<file path="config.mk">
export PLATFORM = sky130hd
export DESIGN_NAME = pwm_capture_flat
export DESIGN_NICKNAME = d
export VERILOG_FILES = /design/src/rtl/pwm_pkg.sv /design/src/rtl/pwm_capture_if.sv /design/src/rtl/pwm_sync_edge.sv /design/src/rtl/pwm_capture.sv /design/src/flat_wrapper.sv
export SDC_FILE = /design/constraint.sdc
export NUM_CORES = 1
export LEC_CHECK = 0
export ABC_AREA = 1
export BUFFER_PORTS_ARGS = -buffer_cell sky130_fd_sc_hd__buf_2
export CAP_MARGIN = 5
export CORE_MARGIN = 4
export CORE_UTILIZATION = 55
export DETAILED_ROUTE_END_ITERATION = 10
export MAX_ROUTING_LAYER = met4
export PLACE_DENSITY = 0.76
export SKIP_CTS_REPAIR_TIMING = 1
export SYNTH_ARGS = -nofsm -noshare
export SYNTH_HDL_FRONTEND = slang
export SYNTH_HIERARCHICAL = 1
export SYNTH_SLANG_ARGS = --single-unit
</file>
<file path="constraint.sdc">
create_clock -name clk -period 1.9 [get_ports clk]
set_input_delay 0.475 -clock clk [delete_from_list [all_inputs] [get_ports clk]]
set_output_delay 0.475 -clock clk [all_outputs]
set_load 0.02 [all_outputs]
</file>
<file path="src/rtl/pwm_pkg.sv">
`default_nettype none
// ============================================================================
// Module      : pwm_pkg
// Description : Definitions shared by the PWM generator and the PWM capture
//               blocks. These are the speed-code width, the default counter
//               width and the capture FSM state encoding.
// Revision    : 1.0 - initial release
// ============================================================================
package pwm_pkg;

    // Width of the speed code carried by the PWM duty cycle.
    localparam int SPEED_W       = 3;

    // Default width of the period/high-time counters.
    localparam int CNT_W_DEFAULT = 16;

    // Capture FSM states.
    typedef enum logic [1:0] {
        IDLE    = 2'd0,
        ARMED   = 2'd1,
        MEASURE = 2'd2,
        DIV     = 2'd3
    } pwm_state_e;

endpackage
`default_nettype wire

</file>
<file path="src/rtl/pwm_capture_if.sv">
`default_nettype none
// ============================================================================
// Module      : pwm_capture_if
// Description : Control and result bundle of the PWM capture block.
//               master : drives enable/pwm_in and observes the results.
//               slave  : the capture block itself.
// Signals     : enable, pwm_in               (master -> slave)
//               period_cnt, high_cnt         (slave -> master, CNT_W bits)
//               speed_code                   (slave -> master, SPEED_W bits)
//               valid, stuck_hi, stuck_lo,
//               overrun                      (slave -> master, 1 bit)
// Revision    : 1.0 - initial release
// ============================================================================
interface pwm_capture_if
    import pwm_pkg::*;
#(
    parameter int CNT_W = CNT_W_DEFAULT
) ();

    logic               enable;
    logic               pwm_in;
    logic [CNT_W-1:0]   period_cnt;
    logic [CNT_W-1:0]   high_cnt;
    logic [SPEED_W-1:0] speed_code;
    logic               valid;
    logic               stuck_hi;
    logic               stuck_lo;
    logic               overrun;

    modport master (
        output enable,
        output pwm_in,
        input  period_cnt,
        input  high_cnt,
        input  speed_code,
        input  valid,
        input  stuck_hi,
        input  stuck_lo,
        input  overrun
    );

    modport slave (
        input  enable,
        input  pwm_in,
        output period_cnt,
        output high_cnt,
        output speed_code,
        output valid,
        output stuck_hi,
        output stuck_lo,
        output overrun
    );

endinterface
`default_nettype wire

</file>
<file path="src/rtl/pwm_sync_edge.sv">
`default_nettype none
// ============================================================================
// Module      : pwm_sync_edge
// Description : Multi-flop synchronizer for an asynchronous pin, plus a
//               one-cycle delayed copy used for edge detection.
// Ports       : clk     - system clock
//               rst_n   - asynchronous active-low reset
//               in_i    - asynchronous input pin
//               s_o     - synchronized level
//               rise_o  - s_o high this cycle, low the previous cycle
//               fall_o  - s_o low this cycle, high the previous cycle
// Revision    : 1.0 - initial release
// ============================================================================
module pwm_sync_edge #(
    parameter int SYNC_STAGES = 2
) (
    input  wire logic clk,
    input  wire logic rst_n,
    input  wire logic in_i,
    output logic      s_o,
    output logic      rise_o,
    output logic      fall_o
);

    // Fewer than two stages gives no metastability protection, so clamp.
    localparam int c_STAGES = (SYNC_STAGES < 2) ? 2 : SYNC_STAGES;

    logic [c_STAGES-1:0] sync_q;
    logic                s_d_q;

    always_ff @(posedge clk or negedge rst_n) begin
        if (!rst_n) begin
            sync_q <= '0;
            s_d_q  <= 1'b0;
        end else begin
            sync_q <= {sync_q[c_STAGES-2:0], in_i};
            s_d_q  <= sync_q[c_STAGES-1];
        end
    end

    assign s_o    = sync_q[c_STAGES-1];
    assign rise_o = s_o & ~s_d_q;
    assign fall_o = ~s_o & s_d_q;

endmodule
`default_nettype wire

</file>
<file path="src/rtl/pwm_capture.sv">
`default_nettype none
// ============================================================================
// Module      : pwm_capture
// Description : Measures the period and high time of an external PWM
//               waveform in clk cycles. It recovers the speed code as
//               floor(8*high/period) with a 3-cycle restoring divider, and
//               flags stuck-high and stuck-low inputs and dropped measurements.
// Ports       : clk    - system clock
//               rst_n  - asynchronous active-low reset
//               cap    - pwm_capture_if.slave (enable, pwm_in in;
//                        period_cnt, high_cnt, speed_code, valid,
//                        stuck_hi, stuck_lo, overrun out)
// Revision    : 1.0 - initial release
// ============================================================================
module pwm_capture
    import pwm_pkg::*;
#(
    parameter int CNT_W       = CNT_W_DEFAULT,
    parameter int SYNC_STAGES = 2
) (
    input  wire logic     clk,
    input  wire logic     rst_n,
    pwm_capture_if.slave  cap
);

    localparam logic [CNT_W-1:0] c_CNT_MAX = '1;
    localparam logic [CNT_W-1:0] c_CNT_PRE = c_CNT_MAX - 1'b1;

    // ------------------------------------------------------------------
    // Input conditioning
    // ------------------------------------------------------------------
    logic s_w;
    logic rise_w;
    logic fall_unused;

    pwm_sync_edge #(
        .SYNC_STAGES (SYNC_STAGES)
    ) u_sync (
        .clk    (clk),
        .rst_n  (rst_n),
        .in_i   (cap.pwm_in),
        .s_o    (s_w),
        .rise_o (rise_w),
        .fall_o (fall_unused)
    );

    // ------------------------------------------------------------------
    // State
    // ------------------------------------------------------------------
    pwm_state_e         state_q;
    logic [CNT_W-1:0]   per_q, per_d;
    logic [CNT_W-1:0]   hi_q, hi_d;
    logic [CNT_W-1:0]   p_snap_q;
    logic [CNT_W-1:0]   h_snap_q;
    logic [CNT_W:0]     rem_q;
    logic [SPEED_W-1:0] quot_q;
    logic [1:0]         step_q;

    logic [CNT_W-1:0]   period_q;
    logic [CNT_W-1:0]   high_q;
    logic [SPEED_W-1:0] speed_q;
    logic               valid_q;
    logic               stuck_hi_q;
    logic               stuck_lo_q;
    logic               overrun_q;

    // ------------------------------------------------------------------
    // Counter next-state: cleared in IDLE, reloaded to 1 on a rise (the
    // rise cycle is itself a high cycle), else saturating increment.
    // ------------------------------------------------------------------
    always_comb begin
        per_d = per_q;
        hi_d  = hi_q;
        if (!cap.enable || state_q == IDLE) begin
            per_d = '0;
            hi_d  = '0;
        end else if (rise_w) begin
            per_d = {{(CNT_W-1){1'b0}}, 1'b1};
            hi_d  = {{(CNT_W-1){1'b0}}, 1'b1};
        end else begin
            if (per_q != c_CNT_MAX) begin
                per_d = per_q + 1'b1;
            end
            if (s_w && hi_q != c_CNT_MAX) begin
                hi_d = hi_q + 1'b1;
            end
        end
    end

    // A timeout fires on the cycle the period counter steps onto its
    // saturation value. Once saturated it cannot step onto it again, so
    // the ARMED state reached after a timeout does not report twice.
    logic timeout_w;
    assign timeout_w = (per_q == c_CNT_PRE) && !rise_w;

    // One restoring-division step. The remainder is always below the
    // divisor, so the shifted value fits in CNT_W+1 bits.
    logic [CNT_W:0]     rem_shift_w;
    logic               rem_ge_w;
    logic [CNT_W:0]     rem_next_w;
    logic [SPEED_W-1:0] quot_next_w;

    assign rem_shift_w = rem_q << 1;
    assign rem_ge_w    = rem_shift_w >= {1'b0, p_snap_q};
    assign rem_next_w  = rem_ge_w ? (rem_shift_w - {1'b0, p_snap_q}) : rem_shift_w;
    assign quot_next_w = {quot_q[SPEED_W-2:0], rem_ge_w};

    // ------------------------------------------------------------------
    // Capture FSM with registered outputs
    // ------------------------------------------------------------------
    always_ff @(posedge clk or negedge rst_n) begin
        if (!rst_n) begin
            state_q    <= IDLE;
            per_q      <= '0;
            hi_q       <= '0;
            p_snap_q   <= '0;
            h_snap_q   <= '0;
            rem_q      <= '0;
            quot_q     <= '0;
            step_q     <= 2'd0;
            period_q   <= '0;
            high_q     <= '0;
            speed_q    <= '0;
            valid_q    <= 1'b0;
            stuck_hi_q <= 1'b0;
            stuck_lo_q <= 1'b0;
            overrun_q  <= 1'b0;
        end else begin
            per_q   <= per_d;
            hi_q    <= hi_d;
            valid_q <= 1'b0;

            if (!cap.enable) begin
                // Dropping enable aborts any division in flight.
                state_q    <= IDLE;
                stuck_hi_q <= 1'b0;
                stuck_lo_q <= 1'b0;
                overrun_q  <= 1'b0;
            end else begin
                case (state_q)
                    IDLE: begin
                        state_q <= ARMED;
                    end

                    ARMED: begin
                        if (rise_w) begin
                            state_q <= MEASURE;
                        end else if (timeout_w) begin
                            stuck_hi_q <= s_w;
                            stuck_lo_q <= ~s_w;
                            speed_q    <= {SPEED_W{s_w}};
                            period_q   <= '0;
                            high_q     <= '0;
                            valid_q    <= 1'b1;
                        end
                    end

                    MEASURE: begin
                        if (rise_w) begin
                            p_snap_q <= per_q;
                            h_snap_q <= hi_q;
                            rem_q    <= {1'b0, hi_q};
                            quot_q   <= '0;
                            step_q   <= 2'd0;
                            state_q  <= DIV;
                        end else if (timeout_w) begin
                            stuck_hi_q <= s_w;
                            stuck_lo_q <= ~s_w;
                            speed_q    <= {SPEED_W{s_w}};
                            period_q   <= '0;
                            high_q     <= '0;
                            valid_q    <= 1'b1;
                            state_q    <= ARMED;
                        end
                    end

                    DIV: begin
                        // A rise here means the period is too short to
                        // be divided; the counters still restart from it.
                        if (rise_w) begin
                            overrun_q <= 1'b1;
                        end
                        rem_q  <= rem_next_w;
                        quot_q <= quot_next_w;
                        step_q <= step_q + 2'd1;
                        if (step_q == 2'd2) begin
                            period_q   <= p_snap_q;
                            high_q     <= h_snap_q;
                            speed_q    <= quot_next_w;
                            valid_q    <= 1'b1;
                            stuck_hi_q <= 1'b0;
                            stuck_lo_q <= 1'b0;
                            state_q    <= MEASURE;
                        end
                    end

                    default: begin
                        state_q <= IDLE;
                    end
                endcase
            end
        end
    end

    assign cap.period_cnt = period_q;
    assign cap.high_cnt   = high_q;
    assign cap.speed_code = speed_q;
    assign cap.valid      = valid_q;
    assign cap.stuck_hi   = stuck_hi_q;
    assign cap.stuck_lo   = stuck_lo_q;
    assign cap.overrun    = overrun_q;

endmodule
`default_nettype wire

</file>
<file path="src/flat_wrapper.sv">
// flat-port wrapper written by rule: the top's interface ports become plain ports
module pwm_capture_flat import pwm_pkg::*;
#(
    parameter int CNT_W       = CNT_W_DEFAULT,
    parameter int SYNC_STAGES = 2
)
  (clk, rst_n, cap_enable, cap_pwm_in, cap_period_cnt, cap_high_cnt, cap_speed_code, cap_valid, cap_stuck_hi, cap_stuck_lo, cap_overrun);
  pwm_capture_if #(.CNT_W(CNT_W)) cap_i ();
  input  wire logic clk;
  input  wire logic rst_n;
  input wire logic [$bits(cap_i.enable)-1:0] cap_enable;
  input wire logic [$bits(cap_i.pwm_in)-1:0] cap_pwm_in;
  output wire logic [$bits(cap_i.period_cnt)-1:0] cap_period_cnt;
  output wire logic [$bits(cap_i.high_cnt)-1:0] cap_high_cnt;
  output wire logic [$bits(cap_i.speed_code)-1:0] cap_speed_code;
  output wire logic [$bits(cap_i.valid)-1:0] cap_valid;
  output wire logic [$bits(cap_i.stuck_hi)-1:0] cap_stuck_hi;
  output wire logic [$bits(cap_i.stuck_lo)-1:0] cap_stuck_lo;
  output wire logic [$bits(cap_i.overrun)-1:0] cap_overrun;
  assign cap_i.enable = cap_enable;
  assign cap_i.pwm_in = cap_pwm_in;
  assign cap_period_cnt = cap_i.period_cnt;
  assign cap_high_cnt = cap_i.high_cnt;
  assign cap_speed_code = cap_i.speed_code;
  assign cap_valid = cap_i.valid;
  assign cap_stuck_hi = cap_i.stuck_hi;
  assign cap_stuck_lo = cap_i.stuck_lo;
  assign cap_overrun = cap_i.overrun;
  pwm_capture #(.CNT_W(CNT_W), .SYNC_STAGES(SYNC_STAGES)) u_core (.clk(clk), .rst_n(rst_n), .cap(cap_i));
endmodule
</file>
### Word-level counts from Yosys, hierarchy flattened

Cells that the tools add are included.

* bits in registers: 128
* input bits: 4
* logic and storage cells: 107

* add/subtract/negate cells: 4
* order comparisons: 1
* equality and inequality tests: 19
* mux-type cells: 46
* bitwise operators: 3
* reductions and logical operators: 17

Operators with widths (number)
* two-way mux 16 bit: 12
* one-hot mux 16 bit (2 select lines): 3
* adder 16 x 1 -> 16 bit (second input constant): 2
* != test 16 bit (second input constant): 2
* >= comparator 17 x 16 -> 1 bit: 1
* equality test 16 bit (second input constant): 1
* subtractor 16 bit: 1
* two-way mux 1 bit: 14
* two-way mux 2 bit: 7
* != test 3 x 2 -> 1 bit (second input constant): 4
* != test 2 x 1 -> 1 bit (second input constant): 5
* two-way mux 3 bit: 3
* AND reduction 3 bit: 3
* one-hot mux 2 bit (2 select lines): 2
* one-hot mux 2 bit (4 select lines): 1
* equality test 2 bit (second input constant): 3
* one-hot mux 1 bit (2 select lines): 3
* one-hot mux 3 bit (2 select lines): 1
* nonzero test 3 bit: 2
* AND reduction 5 bit: 1
* != test 4 x 2 -> 1 bit (second input constant): 1
* AND reduction 4 bit: 1
* nonzero test 2 bit: 2
* != test 3 bit (second input constant): 1
* 11 further kinds: 14

### Depth between registers and ports, before layout

Gate-level depths: netlist (run 1).

* depth in word-level cells: 8
* mapped depth: 14
* mapped depth without buffers: 14

### Modules after synthesis

The synthesis (run 1) kept the hierarchy.

Modules (own cells, without submodules)
* pwm_capture: times used 1, cells an instance 941, area an instance 6977.9 sq um, sequential area each 3128.0 sq um
* pwm_sync_edge: times used 1, cells an instance 7, area an instance 90.1 sq um, sequential area each 75.1 sq um

### Least setup slack after synthesis (run 1)

No wires, ideal clock.

* path kind: reg2reg
* from: reg u_core.p_snap_q[1]
* to: reg u_core.rem_q[1]
* setup time: 0.122 ns
* data arrival time: 1.839 ns
* data required time: 1.778 ns
* setup slack: -0.062 ns
* stages on the path, launching flop included: 13
* cells stage by stage: dfrtp_1 > inv_1 > ha_1 > ha_1 > nand2_1 > nor2_1 > nand3_1 > nor2_1 > nor2_1 > clkbuf_1 > nand3_1 > nand3_1 > a21oi_1

* word-level cells in the longest chain between the ends: 3
* elaborated cells between the ends (all ways): 4

RTL lines
* from (decl): RTL line pwm_capture.sv:53 `logic [CNT_W-1:0] p_snap_q;`
* from (signal assigned): RTL line pwm_capture.sv:160 `p_snap_q <= per_q;`
* subtractor 16 bit / >= comparator 17 x 16 -> 1 bit (equally long branches): RTL line pwm_capture.sv:105, pwm_capture.sv:104
* two-way mux 16 bit (*): RTL line pwm_capture.sv:105 `assign rem_next_w = rem_ge_w ? (rem_shift_w - {1'b0, p_snap_q}) : rem_shift_w;`
* one-hot mux 16 bit (2 select lines) (*): RTL line pwm_capture.sv:140 `case (state_q)`
* to (signal assigned): RTL line pwm_capture.sv:162 `rem_q <= {1'b0, hi_q};`
* to (signal assigned): RTL line pwm_capture.sv:183 `rem_q <= rem_next_w;`
* to (decl): RTL line pwm_capture.sv:55 `logic [CNT_W:0] rem_q;`

Mark *: on every way between the ends. The rest lies on a longest branch, timed or not.
A chain may end at the register's enable or synchronous reset.

### Final worst setup path (run 1)

* from: reg u_core.rem_q[4]
* to: reg u_core.rem_q[5]

* word-level cells in the longest chain between the ends: 3
* elaborated cells between the ends (all ways): 4

RTL lines (RTL line)
* subtractor 16 bit / >= comparator 17 x 16 -> 1 bit (equally long branches): pwm_capture.sv:105, pwm_capture.sv:104
* two-way mux 16 bit (*): pwm_capture.sv:105
* one-hot mux 16 bit (2 select lines) (*): pwm_capture.sv:140

Marks and branches as above.

==> impl_metrics.toml, run 1 <==
[timing]
finalHoldWorstSlack_ps = 152
finalMaxSlewViolations = 0
worst-slew-pin-transition_ps = 436
rsz0062_at_grt = "true"
final_critical_path_setup_slack_ps = -44.0
relSlewSlack_pct = 70.7
min_period_ps = 1940
final-hold-violation-count = 0
clock.fmax_mhz = 514
total_of_endpoints_with_negative_setup_slack_in_the_final_report = 5
layout_worst_path_cycle_share_pct = 102
skew_final_ps = 9.85

[placed_design]
place.detailed.hpwl_mm = 14.1
gp_congestion = 1.00
place_area_sq_mm = 0.00817
numPortBuffers = 42

[run_status]
failed_checks = "setup timing"
run_status = "complete, but fails checks"

[synthesis]
yosys_warnings = 6
syn-num-nets = 975
synth_cell_area_sq_mm = 0.00706
postSynthCellCount = 946
avgSynthCellArea_sq_um = 7.46

[critical_path]
cp_cell_sequence = "ha_4 > nand2_1 > nor2_2 > nand3_1 > nor2_2 > nor2_4 > buf_6 > nand3b_1 > nand3_1 > a21oi_2"
setup_crit_start_kind = "register"
worst-setup-path-type = "register to register"
required_ps = 2240
worst_setup_path_end_kind = "register"
timing.critical_path.slowest_stage_cell = "dfrtp_1"
number_of_cells_traversed_by_the_worst_register_to_register_path = 10
timing.critical_path.buf_inv = 1
arrival_ps = 2290
regToRegSetupSlack_ps = -40
max_stage_delay_ps = 430
reg2reg_to = "u_core/rem_q[5]$_DFFE_PN0P_"
crit_fanout = 12
critPathTopFamily = "simple AND/OR/NAND/NOR gates"
crit-reg2reg-launch = "u_core/rem_q[4]$_DFFE_PN0P_"

[cts]
clk_pin_slew_ps = 60
cts_num_sinks = 128
clock_tree.root_cell = "clkbuf_16"
tritoncts = "built"
h-tree-depth = 4
cts_inserted_buffers = 17
clock_path_buffers = 2
worst_skew_pair.late_latency_ps = 430

[floorplan]
io_pins = 43
die-height_um = 121
die-area_sq_mm = 0.0147
row_count = 41
start_util_pct = 55.9
coreArea_sq_mm = 0.0126
die_width_um = 121

[routing]
wirelength_mm = 21.1
drc_errors = 0
met2_length_mm = 10.1
drt_first_pass_iters = 6
route.antenna.remaining_nets = 0
m1WireLength_mm = 8.84
highest_layer = "met4"
initialDrtViolationCount = 736
wl_per_cell_um = 16.4
post_drt_via_cell_ratio = 5.53
route.met3.wl_mm = 1.56
detailroute.via_count = 7133

[pwr]
vdd.ir_drop.worst_mv = 0.607
power.static_leakage_nw = 4.69
p_per_area_mw_per_mm2 = 1460
totalPowerFinal_mw = 13.9

[hold_path]
timing.hold.worst_endpoint = "u_core/u_sync/sync_q[0]$_DFF_PN0_"
holdCritPathClass = "primary input to register"
start_point_of_the_worst_hold_path = "cap_pwm_in"
min_delay_path_depth = 1

[global_route]
grt_remaining_overflow = 0
first_global_vias = 6535
grt_pass1_wl_mm = 31.7
grt_max_degree = 44
grtUsageTotal_pct = 28.4
antenna_found_initial = 0

[layout]
area.growth.synth_to_final_pct = 34.5
final_core_area_utilization_pct = 75.3
register_area_sq_mm = 0.00321
final_layout_size_suffix_gt1_share_pct = 30.0
design_area_sq_mm = 0.00950
filler_cells_inserted = 935
combined_area_of_the_multi_input_logic_cells_sq_mm = 0.00374
nets = 1133
antennaDiodeCount = 0

[job]
max_cap_violations = 0
==> flip-flops by register name, summed over array words and instances, names as in the netlist <==
signal,cells
u_core/cap.period_cnt,16
u_core/cap.stuck_hi,1
u_core/cap.stuck_lo,1
u_core/per_q,16
u_core/cap.overrun,1
u_core/cap.high_cnt,16
u_core/quot_q,2
u_core/step_q,2
u_core/hi_q,16
u_core/cap.speed_code,3
u_core/cap.valid,1
u_core/h_snap_q,16
u_core/state_q,2
u_core/u_sync/sync_q,2
u_core/rem_q,16
u_core/u_sync/s_d_q,1
u_core/p_snap_q,16
==> routing by layer <==
layer | GRT usage (%) | vias to the layer above
met5 | - | -
met4 | 10.6 | 0
met3 | 5.17 | 56
met2 | 44.5 | 322
met1 | 37.1 | 3373
li1 | - | 3382
==> stage by stage <==
stage	instances	setup WS, ps	setup TNS, ps
3_5_place_dp	1233	-171	-1510
6_report	1289	-44.0	-100
2_1_floorplan	946	21.5	0
3_3_place_gp	1233	-166	-1370
4_1_cts	1265	-190	-2120
5_1_grt	1289	-177	-2400
==> cell type report <==
class	instances	share of cell area (%)
Sequential cell	128	33.8
Timing Repair inverter	2	0.119
Timing Repair Buffer	169	13.2
Inverter	121	5.01
Multi-Input combinational cell	665	39.3
Clock buffer	17	4.48
Clock inverter	15	1.83
Tap cell	172	2.27
==> placed cells by master, fill, tap and decap left out, drive strengths merged <==
cell type / n
or2: 2
a22oi: 1
a41oi: 1
nor3: 19
dfrtp: 128
clkinv: 6
inv: 127
clkbuf: 17
bufinv: 3
o21ai: 64
nand3: 84
a31o: 1
nand4: 19
buf: 168
fa: 1
clkinvlp: 2
o21a: 2
ha: 24
nand3b: 15
o31ai: 3
xnor2: 5
dlygate4sd3: 1
a21oi: 56
xor2: 3
a31oi: 3
o211ai: 3
a211oi: 1
and2: 1
nor2: 77
nand2: 280
==> where the power goes <==
group	total [mW]	internal (mW)	switching, mW
Clock	3.29	1.97	1.32
Sequential	3.74	3.26	0.478
Combinational	6.83	3.16	3.67
Total	13.9	8.39	5.47
==> worst max-delay path by stage <==
stage                                    from                          end  slack [ps]  depth (start not counted)
6_report          u_core/rem_q[4]$_DFFE_PN0P_  u_core/rem_q[5]$_DFFE_PN0P_         -40                         10
5_1_grt           u_core/per_q[0]$_DFFE_PN0P_  u_core/per_q[3]$_DFFE_PN0P_        -180                         11
4_1_cts          u_core/rem_q[13]$_DFFE_PN0P_  u_core/rem_q[6]$_DFFE_PN0P_        -190                         11
3_5_place_dp     u_core/rem_q[13]$_DFFE_PN0P_  u_core/rem_q[6]$_DFFE_PN0P_        -170                         11
3_3_place_gp     u_core/rem_q[13]$_DFFE_PN0P_  u_core/rem_q[6]$_DFFE_PN0P_        -170                         11
2_1_floorplan  u_core/p_snap_q[3]$_DFFE_PN0P_  u_core/rem_q[1]$_DFFE_PN0P_          20                         13
Note: power is estimated with default switching activity, not from simulation.
==> run 2: changes to the inputs <==
- SYNTH_HIERARCHICAL: 1 -> unset
==> run 2 against run 1 <==
Against the previous run:
- the flow still finishes with violations (setup timing)
- first-iteration DRC count increased by 3.0%
- worst hold slack worse by 110 ps
- sequential share of layout area shrank 1.5 points
==> impl_metrics.toml, run 2 <==
[layout]
non_filler_cells_in_the_finished_layout = 1216
design_area_sq_mm = 0.00994
area.growth.synth_to_final_pct = 41.2
nets = 1061
final_layout_size_suffix_gt1_share_pct = 37.0
final_core_area_utilization_pct = 79.1
layout.cells.most_common = "nand2_1"
layout_common_cells = "nand2_1, dfrtp_1, buf_4"
antennaDiodeCount = 0

[critical_path]
max_stage_delay_ps = 400
path_common_cell = "nor2_2"
setup_crit_start_kind = "register"
critPathTopFamily = "simple AND/OR/NAND/NOR gates"
timing.critical_path.buf_inv = 2
worst-setup-path-type = "register to register"
cp_cell_sequence = "inv_2 > ha_4 > a21oi_4 > nor2_2 > nor2_2 > o21ai_2 > nor2_4 > nand2_4 > buf_12 > nand2_2 > nand3_2 > a21oi_2"
timing.critical_path.slowest_stage_cell = "dfrtp_1"
arrival_ps = 2370
number_of_cells_traversed_by_the_worst_register_to_register_path = 12
critical_path_cell_count = 12
required_ps = 2250
crit_fanout = 7
worst_setup_path_end_kind = "register"

[synthesis]
synth_top_area_share_pct = 45.5
yosys_most_used_dff = "dfrtp_1"
synth-seq-area-share_pct = 45.5
synth_top_cells_by_area = "dfrtp_1, nand2_1, inv_1, a21oi_1, ha_1"
avgSynthCellArea_sq_um = 7.99
edff_count_synth = 0
synth.most_common_cell = "nand2_1"
post_synth_num_cell_types = 48
ys_async_sr_fraction_pct = 100
synth.ff_latch_count = 128
synth.cells.most_frequent = "nand2_1, dfrtp_1, inv_1"
postSynthCellCount = 881
yosys_warnings = 0
synth_cell_area_sq_mm = 0.00704
syn-num-nets = 910
synth.largest_area_cell = "dfrtp_1"

[timing]
finalHoldWorstSlack_ps = 41.2
tns_ps = -1720
relSlewSlack_pct = 68.2
worst-slew-pin-transition_ps = 478
total_of_endpoints_with_negative_setup_slack_in_the_final_report = 25
clock.fmax_mhz = 496
final_critical_path_setup_slack_ps = -116
final-hold-violation-count = 0
rsz0062_at_grt = "true"
skew_final_ps = 6.80
min_period_ps = 2020
layout_worst_path_cycle_share_pct = 106
finalMaxSlewViolations = 0

[cts]
h-tree-depth = 4
clock_path_buffers = 2
clk_pin_slew_ps = 60
cts_inserted_buffers = 17
clock_tree.root_cell = "clkbuf_16"
tritoncts = "built"
cts_num_sinks = 128
worst_skew_pair.late_latency_ps = 430

[global_route]
grt_max_degree = 80
grt_remaining_overflow = 0
antenna_found_initial = 0
first_global_vias = 6058
grt_pass1_wl_mm = 29.7
grtUsageTotal_pct = 26.7

[placed_design]
place_area_sq_mm = 0.00808
place_ws_ps = -199
placed_cells = 1160
numPortBuffers = 42
place.detailed.hpwl_mm = 13.4
gp_congestion = 0.971

[routing]
initialDrtViolationCount = 758
detailroute.via_count = 6985
post_drt_via_cell_ratio = 5.74
wl_per_cell_um = 18.7
wirelength_mm = 22.8
drc_errors = 0
route.antenna.remaining_nets = 0
drt_first_pass_iters = 6

[pwr]
power.static_leakage_nw = 4.56
totalPowerFinal_mw = 15.5
vdd.ir_drop.worst_mv = 0.687
p_per_area_mw_per_mm2 = 1560

[hold_path]
holdCritPathClass = "primary input to asynchronous set/reset pin"

[run_status]
run_status = "complete, but fails checks"
failed_checks = "setup timing"

[floorplan]
coreArea_sq_mm = 0.0126
row_count = 41
start_util_pct = 56.0
die-area_sq_mm = 0.0147
die-height_um = 121
die_width_um = 121
io_pins = 43

[job]
max_cap_violations = 0
## run 2: per-layer routing
layer / vias up / wire length [um] / track usage (%)
li1: 3195 / - / -
met1: 3395 / 8950 / 35.0
met2: 315 / 11400 / 40.2
met3: 80 / 1520 / 5.69
met4: 0 / 936 / 12.0
met5: - / 0 / -
## run 2: cell families (layout without fill, tap and decap cells)
family | count (synthesis) | after routing | synth area share [%]
simple gates | 401 | 401 | 25.0
compound gates | 178 | 178 | 15.6
buf+inv | 140 | 303 | 8.27
flops | 128 | 128 | 45.5
fa+ha+maj | 25 | 25 | 4.55
xor+xnor | 9 | 9 | 1.12
## run 2: layout make-up
class	count	area (sq um)
Tap cell	172	215
Fill cell	734	2630
Clock buffer	20	457
Clock inverter	11	156
Timing Repair Buffer	164	1400
Sequential cell	128	3210
Inverter	108	405
Multi-Input combinational cell	613	4100
## run 2: where the power goes
group | switching [mW] | internal, mW
combinational | 4.57 | 3.64
clock | 1.28 | 2.14
sequential | 0.512 | 3.32
## run 2: worst paths after layout
check	from	to	slack (ps)
worst max-delay path	u_core.p_snap_q[14]$_DFFE_PN0P_	u_core.rem_q[3]$_DFFE_PN0P_	-120
worst max register to register	u_core.p_snap_q[14]$_DFFE_PN0P_	u_core.rem_q[3]$_DFFE_PN0P_	-120
worst min-delay path	rst_n	u_core.cap.speed_code[2]$_DFFE_PN0P_	40
worst min register to register	u_core.u_sync.sync_q[0]$_DFF_PN0_	u_core.u_sync.sync_q[1]$_DFF_PN0_	360
min in group clk	cap_pwm_in	u_core.u_sync.sync_q[0]$_DFF_PN0_	150
max in group asynchronous	rst_n	u_core.per_q[8]$_DFFE_PN0P_	1430
==> run 3: changes to the inputs <==
- CORE_UTILIZATION: 55 -> 66
- PLACE_DENSITY: 0.76 -> 0.86
- clock period: 1.9 -> 2.4 ns (I/O delays scaled with it)
==> run 3 against run 2 <==
Against the previous run:
- the run now ends clean
- clock skew is 2.6 ps higher
- worst hold slack better by 55 ps
- clock-buffer cell count stayed put
- core utilization is 0.72 points lower
- flip-flop and latch count stayed put
- first-iteration DRC count is 2.8% higher
- maximum frequency is 12% lower
- largest cell class unchanged
- largest power group unchanged
==> impl_metrics.toml, run 3 (synthesis results as in run 2) <==
[run_status]
run_status = "finished, final reports clean"

[placed_design]
gp_congestion = 0.969
numPortBuffers = 42
placed_cells = 1048
place_area_sq_mm = 0.00745
place.detailed.hpwl_mm = 14.3

[cts]
worst_skew_pair.late_latency_ps = 520
cts_inserted_buffers = 17
clock_path_buffers = 2
cts_num_sinks = 128
tritoncts = "built"
clock_tree.root_cell = "clkbuf_8"
clk_pin_slew_ps = 60
h-tree-depth = 4

[global_route]
grtUsageTotal_pct = 33.6
grt_remaining_overflow = 0
grt_pass1_wl_mm = 32.4
antenna_found_initial = 0
first_global_vias = 6417
grt_max_degree = 45

[layout]
antennaDiodeCount = 0
non_filler_cells_in_the_finished_layout = 1079
layout_common_cells = "nand2_1, dfrtp_1, inv_1"
design_area_sq_mm = 0.00813
final_core_area_utilization_pct = 78.4
nets = 960
final_layout_size_suffix_gt1_share_pct = 15.1
filler_cells_inserted = 691
layout.cells.most_common = "nand2_1"
area.growth.synth_to_final_pct = 15.5

[floorplan]
start_util_pct = 67.9
coreArea_sq_mm = 0.0104
io_pins = 43
die-height_um = 111
die-area_sq_mm = 0.0124
row_count = 37
die_width_um = 111

[routing]
detailroute.via_count = 6577
wl_per_cell_um = 18.5
drc_errors = 0
wirelength_mm = 20.0
drt_first_pass_iters = 6
route.antenna.remaining_nets = 0
post_drt_via_cell_ratio = 6.10
initialDrtViolationCount = 779

[critical_path]
worst-setup-path-type = "register to register"
worst_setup_path_end_kind = "register"
arrival_ps = 2690
setup_crit_start_kind = "register"
crit_fanout = 31
required_ps = 2810

[pwr]
power.internal_mw = 5.79
switching_share_pct = 40.6
p_per_area_mw_per_mm2 = 1200
power.static_leakage_nw = 3.87
clock_share_of_power_pct = 27.9
share_of_total_power_in_sequential_cells_pct = 30.4
power.share.combinational_pct = 41.7
net_sw_power_mw = 3.96
vdd.ir_drop.worst_mv = 0.732

[job]
max_cap_violations = 0

[timing]
final-hold-violation-count = 0
relSlewSlack_pct = 51.2
clock.fmax_mhz = 438
finalMaxSlewViolations = 0
rsz0062_at_grt = "true"
skew_final_ps = 9.38
total_of_endpoints_with_negative_setup_slack_in_the_final_report = 0
worst-slew-pin-transition_ps = 732
tns_ps = 0
min_period_ps = 2280
layout_worst_path_cycle_share_pct = 95.2

[hold_path]
holdCritPathClass = "primary input to asynchronous set/reset pin"
-- run 3: cell count changes in the layout (fill, tap and decap cells not counted), sizes merged --
cell / delta
bufinv: +1
clkinvlp: -3
clkbuf: -7
buf: -94
clkinv: +1
inv: +1
-- run 3: stage by stage --
step           setup slack, ps  hold WS (ps)  power [mW]
3_3_place_gp               194           391        6.70
5_1_grt                  -2.11           143        10.3
3_5_place_dp               129           387        6.78
6_report                   115          96.6        9.76
4_1_cts                    115           123        9.53
2_1_floorplan              554           304        5.68
-- run 3: power groups by stage --
stage / Combinational (mW) / Sequential (mW) / Clock (mW)
3_5_place_dp: 3.82 / 2.97 / 0
5_1_grt: 4.49 / 3.00 / 2.82
2_1_floorplan: 2.78 / 2.90 / 0
3_3_place_gp: 3.75 / 2.94 / 0
4_1_cts: 3.87 / 2.93 / 2.73
6_report: 4.07 / 2.97 / 2.72
-- run 3: layer usage --
layer / global-route usage, % / wire length (um)
met1: 45.9 / 8500
met2: 51.5 / 9280
met3: 5.79 / 1780
met4: 11.3 / 457
met5: - / 0
-- run 3: area by class of cell --
type,count,area (sq um),share of cell area [%]
clock inverter,11,178,2.19
clock buffer,20,445,5.48
multi-input combinational,613,3300,40.6
tap,136,170,2.09
timing repair buffer,63,424,5.22
inverter,108,408,5.02
sequential,128,3200,39.4
-- run 3: final timing paths --
kind	cells after the start	end	slack (ps)	from
worst max-delay path	10	u_core.cap.high_cnt[10]$_DFFE_PN0P_	120	u_core.per_q[0]$_DFFE_PN0P_
worst min-delay path	1	u_core.cap.period_cnt[8]$_DFFE_PN0P_	100	rst_n
worst max register to register	10	u_core.cap.high_cnt[10]$_DFFE_PN0P_	120	u_core.per_q[0]$_DFFE_PN0P_
worst min register to register	0	u_core.u_sync.sync_q[1]$_DFF_PN0_	410	u_core.u_sync.sync_q[0]$_DFF_PN0_
max in group asynchronous	2	u_core.rem_q[7]$_DFFE_PN0P_	1660	rst_n
min in group clk	1	u_core.u_sync.sync_q[0]$_DFF_PN0_	180	cap_pwm_in
-- run 3: critical path: stages, from the launching register on --
cell and delay [ps]:
dfrtp_1 380, inv_1 150, ha_1 170, nand2_1 60
nor2_2 250, nand4_4 160, o21ai_4 120, nand3_4 380
buf_12 320, nand2_1 80, o21ai_1 70
